<file path="config.mk">
export PLATFORM = sky130hd
export DESIGN_NAME = sar_converter
export DESIGN_NICKNAME = d
export VERILOG_FILES = /design/src/rtl/sar_pkg.sv /design/src/rtl/sar_avg2.sv /design/src/rtl/sar_converter.sv
export SDC_FILE = /design/constraint.sdc
export NUM_CORES = 1
export LEC_CHECK = 0
export CORE_UTILIZATION = 40
export CTS_BUF_LIST = sky130_fd_sc_hd__clkbuf_4 sky130_fd_sc_hd__clkbuf_8 sky130_fd_sc_hd__clkbuf_16
export CTS_CLUSTER_SIZE = 10
export DETAILED_ROUTE_END_ITERATION = 8
export RECOVER_POWER = 100
export SYNTH_ARGS = -nofsm -noshare
export SYNTH_HDL_FRONTEND = slang
export SYNTH_SLANG_ARGS = --single-unit
</file>
<file path="constraint.sdc">
create_clock -name clock -period 1.7 [get_ports clock]
set_input_delay 0.34 -clock clock [delete_from_list [all_inputs] [get_ports clock]]
set_output_delay 0.34 -clock clock [all_outputs]
set_load 0.1 [all_outputs]
</file>
<file path="src/rtl/sar_pkg.sv">
// Shared definitions for the 8-bit successive-approximation converter.
// State encodings, data width and the first trial mask.
package sar_pkg;

    localparam int W = 8;

    localparam logic [W-1:0] MASK_INIT = 8'h80;

    typedef enum logic [2:0] {
        S_IDLE   = 3'd0,
        S_ACK    = 3'd1,
        S_TRY    = 3'd2,
        S_DECIDE = 3'd3,
        S_DONE   = 3'd4
    } state_t;

    // Keep the trial bit when the comparator says the input is at or above it.
    function automatic logic [W-1:0] sar_keep(input logic [W-1:0] r,
                                              input logic [W-1:0] mask,
                                              input logic         cmp);
        return cmp ? (r | mask) : r;
    endfunction

endpackage

</file>
<file path="src/rtl/sar_avg2.sv">
// Average of two 8-bit codes: 9-bit sum, result is sum[8:1] (truncated).
// Used only when SAR_OVERSAMPLE_EN is defined.
module sar_avg2
    import sar_pkg::*;
(
    input  logic [W-1:0] a,
    input  logic [W-1:0] b,
    output logic [W-1:0] avg
);

    assign avg = W'(({1'b0, a} + {1'b0, b}) >> 1);

endmodule

</file>
<file path="src/rtl/sar_converter.sv">
// SAR converter controller with soc/eoc handshake; drives a DAC code and samples cmp.
// Define SAR_OVERSAMPLE_EN to run two SAR passes and report their average.
module sar_converter
    import sar_pkg::*;
(
    input  logic         clock,
    input  logic         reset_,
    input  logic         soc,
    output logic         eoc,
    output logic [W-1:0] x,
    output logic [W-1:0] dac,
    input  logic         cmp
);

    state_t       state;
    logic [W-1:0] r;
    logic [W-1:0] mask;
    logic [W-1:0] r_dec;
    logic [W-1:0] result;

    assign r_dec = sar_keep(r, mask, cmp);

`ifdef SAR_OVERSAMPLE_EN
    logic         second;
    logic [W-1:0] r1;
    logic [W-1:0] avg;

    sar_avg2 u_avg (
        .a   (r1),
        .b   (r),
        .avg (avg)
    );

    assign result = avg;
`else
    assign result = r;
`endif

    // NOTE: every register here uses <= so all state updates see the pre-edge values.
    always_ff @(posedge clock) begin
        if (!reset_) begin
            state <= S_IDLE;
            eoc   <= 1'b1;
            x     <= '0;
            dac   <= '0;
            r     <= '0;
            mask  <= '0;
`ifdef SAR_OVERSAMPLE_EN
            second <= 1'b0;
            r1     <= '0;
`endif
        end else begin
            case (state)
                S_IDLE: begin
                    if (soc) begin
                        eoc   <= 1'b0;
                        state <= S_ACK;
                    end
                end
                S_ACK: begin
                    if (!soc) begin
                        r     <= '0;
                        mask  <= MASK_INIT;
                        state <= S_TRY;
`ifdef SAR_OVERSAMPLE_EN
                        second <= 1'b0;
`endif
                    end
                end
                S_TRY: begin
                    dac   <= r | mask;
                    state <= S_DECIDE;
                end
                S_DECIDE: begin
                    r    <= r_dec;
                    mask <= mask >> 1;
                    if (mask == 8'h01) begin
`ifdef SAR_OVERSAMPLE_EN
                        // End of the first pass: park its result and restart the search.
                        if (!second) begin
                            second <= 1'b1;
                            r1     <= r_dec;
                            r      <= '0;
                            mask   <= MASK_INIT;
                            state  <= S_TRY;
                        end else begin
                            state <= S_DONE;
                        end
`else
                        state <= S_DONE;
`endif
                    end else begin
                        state <= S_TRY;
                    end
                end
                S_DONE: begin
                    x     <= result;
                    dac   <= '0;
                    eoc   <= 1'b1;
                    state <= S_IDLE;
                end
                default: state <= S_IDLE;
            endcase
        end
    end

endmodule

</file>
Word-level counts from Yosys, hierarchy flattened --
Index checks and enable logic that the tools add are counted.
Word-level totals: input bits 4, flip-flop bits (word level) 36, output and inout bits 17, RAM bits 0, logic and storage cells 35, memories 0, bits in latches 0, bits in read-only memories 0
Cells by class: add/subtract/negate cells 0, multipliers 0, div/mod/pow operators 0, equality and inequality tests 8, order comparisons 0, multiplexer cells 12, bitwise gates (word level) 1, shifts and indexed selects 0, reduce and logical (&&, ||, !) cells 8
Operators by type and width (number):
- $pmux W8 S2 | 3
- $mux W8 | 3
- $pmux W3 S4 | 1
- $mux W3 | 3
- $eq A8 B1 Y1 const B | 1
- $or A8 B8 Y8 | 1
- $eq A3 B2 Y1 const B | 2
- $ne A2 B2 Y1 const B | 3
- $reduce_and A2 Y1 | 3
- $reduce_bool A2 Y1 | 3
- $eq A3 B1 Y1 const B | 1
- $eq A3 B3 Y1 const B | 1
- $logic_not A3 Y1 | 1
- $reduce_and A3 Y1 | 1
- $pmux W1 S2 | 1
- $mux W1 | 1

Logic depth before layout (Yosys ltp) --
word-level depth 3, depth in mapped cells 6

Worst setup path after synthesis --
OpenSTA, ideal clock, no wires.
path type reg2reg, from register state[1], to register dac[5], stages on the path, launching flop included 6, path buffers 3, required time 1578 ps, library setup time 122 ps, arrival time 1283 ps, path slack 295 ps, path through dfxtp_1 -> buf_4 -> or3b_1 -> buf_6 -> buf_6 -> o311a_1
Between the ends: longest elaborated chain between the ends 2, elaborated cells on any way between the ends 4
Ends and longest elaborated chain:
- start: declaration | line sar_converter.sv:15 | state_t state;
- start signal: assignment | line sar_converter.sv:42 | state <= S_IDLE;
- start signal: assignment | line sar_converter.sv:57 | state <= S_ACK;
- start signal: assignment | line sar_converter.sv:64 | state <= S_TRY;
- $eq A3 B3 Y1 / $eq A3 B2 Y1 (equally long branches) | line sar_converter.sv:53 | case (state)
- $pmux W8 S2 / $reduce_bool A2 Y1 (equally long branches)
- end signal: assignment | line sar_converter.sv:71 | dac <= r | mask;
- end: declaration | line sar_converter.sv:11 | output logic [W-1:0] dac,
Several ways; a longest one is shown, not always the timed one. A chain may end at the register's enable or synchronous reset.

==> impl_metrics.tcl <==
set metrics [dict create \
    status "completed" \
    leakage_nw 0.6379 \
    dp_hpwl_um 1978 \
    firstDrtPassIters 4 \
    cts_tree "built" \
    ys.flop_type "dfxtp_1" \
    antenna_cells 0 \
    fin_crit_sh 0.9051 \
    synth-seq-cells 36 \
    setup-tns-final_ns 0 \
    wl_per_cell_um 14.19 \
    grt_max_degree 17 \
    cp-end-kind "flop" \
    worstSetupPathType "in -> reg" \
    hold_class "reg -> reg" \
    core-area_sq_um 3128 \
    critPathMaxFanout 8 \
    post-route-util 0.5036 \
    grt_overflow 0 \
    skew_ns 0.007500 \
    dieArea_sq_um 3592 \
    placementRows 20 \
    antenna_found_initial 0 \
    die_h_um 59.94 \
    cap_violations 0 \
    holdPathStages 2 \
    clkSinkCount 36 \
    synth_area_sq_um 1343 \
    cts_resized 0 \
    postCtsHoldBufs 0 \
    yosys.area.top_type_share 0.5368 \
    clk_path_buf_depth 2 \
    r2r-start "state[0]$_SDFFE_PN0P_" \
    power_mw 1.567 \
    required_ns 1.98 \
    tightest_slew_ns 0.6436 \
    synthTopCellsByCount "36 x dfxtp_1, 15 x a22o_1, 10 x inv_1" \
    area_growth_pct 17.33 \
    slew_headroom 0.5709 \
    path_cells "dlygate4sd3_1 > inv_1 > a21oi_1 > a22o_1" \
    detail_route.vias_per_cell 5.210 \
    die_x_um 59.94 \
    io_buffers 20 \
    postCtsSetupBuffers 0 \
    yosys.area.top_type "dfxtp_1" \
    setup_violations 0 \
    track_usage 0.1827 \
    max_stage_delay_ns 0.64 \
    ios 21 \
    cts.clk_slew.worst_paths_ns 0.10 \
    initial_core_util 0.4292 \
    postRouteAntennaNets 0 \
    max-vdd-ir-drop_uv 652.4 \
    min_from "eoc$_SDFFE_PN1P_" \
    report.final.hold_viol_count 0 \
    synth_most_common_cell "dfxtp_1" \
    min_to "eoc$_SDFFE_PN1P_" \
    postSynthAreaPerCell_sq_um 10.83 \
    clock.fmax_ghz 0.6499 \
    synth.distinct_cells 26 \
    drc 0 \
    r2r_slack_ns 0.18 \
    wirelength_um 2767 \
    arrival_ns 1.82 \
    yosys-top-cells-area "dfxtp_1 54%, a22o_1 9.8%, mux2i_1 6.0%" \
    rsz0062_at_grt "false" \
    synth-edff-count 0 \
    critPathLaunchType "input port" \
    vias 1016 \
    r2r-end "dac[6]$_SDFFE_PN0P_" \
    reg2reg_depth 3 \
    dp_cells 187 \
    cts_made_buffers 5 \
    yosysWarnings 0 \
    fin_crit_ns 1.539 \
    synthesis.nets 128 \
    slew_viol_final 0 \
    final-instance-count-excl-fill 195 \
    netlist_instances 124 \
    drive_above_1_share 0.2119 \
    drtIter0Drc 32 \
    grt_pass1_vias 1010 \
    insertion_delay_ns 0.34 \
    grt_pass1_wl_um 4616 \
    htreeDepth 2 \
    slowest_stage "dlygate4sd3_1" \
    clockRootBuffer "clkbuf_4" \
    gp_congestion 0.8200 \
    powerDensity_nw_per_um2 994.9 \
    ys_seq_area_frac 0.5368 \
    nNetsFinal 154 \
    async_reset_ff_frac 0 \
]
[per-layer routing]
metal | vias to the layer above | wire, um | track usage
met3 | 5 | 146 | 0.06494
met2 | 24 | 1327 | 0.2952
li1 | 508 | - | -
met4 | 0 | 50 | 0.07973
met5 | - | 0 | 0
met1 | 479 | 1243 | 0.2177
[per-stage QoR]
stage	setup slack (ns)	instance area [sq um]	hold slack [ns]
2_1_floorplan	0.2954	1343	0.4732
3_3_place_gp	-0.03228	1774	0.4961
3_5_place_dp	-0.1088	1774	0.5033
4_1_cts	0.1374	1841	0.5266
5_1_grt	0.07309	1575	0.5413
6_report	0.1613	1575	0.4992
[cell usage in the layout (no fill, tap or decap), types with 2 or more instances in the layout]
master,netlist,layout
a21oi_1,5,5
a22o_1,15,15
and4b_1,2,2
buf_4,1,5
clkbuf_1,1,2
clkbuf_2,0,18
clkbuf_4,0,7
clkdlybuf4s50_1,0,2
dfxtp_1,36,36
inv_1,10,10
mux2i_1,8,8
nand2b_1,2,2
nor2_1,2,2
nor2b_1,8,8
o21ai_0,8,8
o311a_1,8,8
[kinds of logic (layout without fill, tap and decap cells)]
| kind of cell | Yosys count | after routing | synth area share |
|---|---|---|---|
| DFF | 36 | 36 | 0.5368 |
| muxes | 8 | 8 | 0.05965 |
| buffers and inverters | 19 | 46 | 0.07176 |
| and+or+nand+nor | 23 | 23 | 0.1146 |
| AOI/OAI and AO/OA | 38 | 38 | 0.2172 |
[flip-flops by register name (all words and copies together) (netlist names)]
name and count:
dac 8, x 8, eoc 1, r 8, state 3, mask 8
[how the worst max path moves through the flow]
stage	startpoint	endpoint	slack (ns)	cells after the start
after floorplan	state[1]$_SDFFE_PN0P_	dac[5]$_SDFFE_PN0P_	0.30	5
after global placement	reset_	r[5]$_SDFFE_PN0P_	-0.03	4
after detailed placement	reset_	r[3]$_SDFFE_PN0P_	-0.11	4
after CTS	state[0]$_SDFFE_PN0P_	dac[6]$_SDFFE_PN0P_	0.14	3
after global routing	state[0]$_SDFFE_PN0P_	dac[6]$_SDFFE_PN0P_	0.07	3
final	reset_	r[3]$_SDFFE_PN0P_	0.16	4
[worst max-delay path: cells and delay by family]
kind / cells / cell delay [ns]
AO/OA/AOI/OAI: 2 / 0.76
buffers and inverters: 2 / 0.72
[layout make-up]
| type | instances | area [sq um] |
|---|---|---|
| tap | 44 | 55.05 |
| multi-input combinational | 69 | 530.5 |
| sequential | 36 | 720.7 |
| fill | 291 | 1553 |
| clock buffer | 8 | 66.31 |
| inverter | 10 | 37.54 |
| timing repair buffer | 28 | 165.2 |
[power breakdown]
part / switching (mW) / internal (mW) / total (mW) / leakage (nW)
clock: 0.263 / 0.236 / 0.499 / 0.0394
sequential: 0.0125 / 0.861 / 0.873 / 0.291
combinational: 0.148 / 0.0472 / 0.195 / 0.307
No activity file was read; power rests on OpenSTA's default activity.
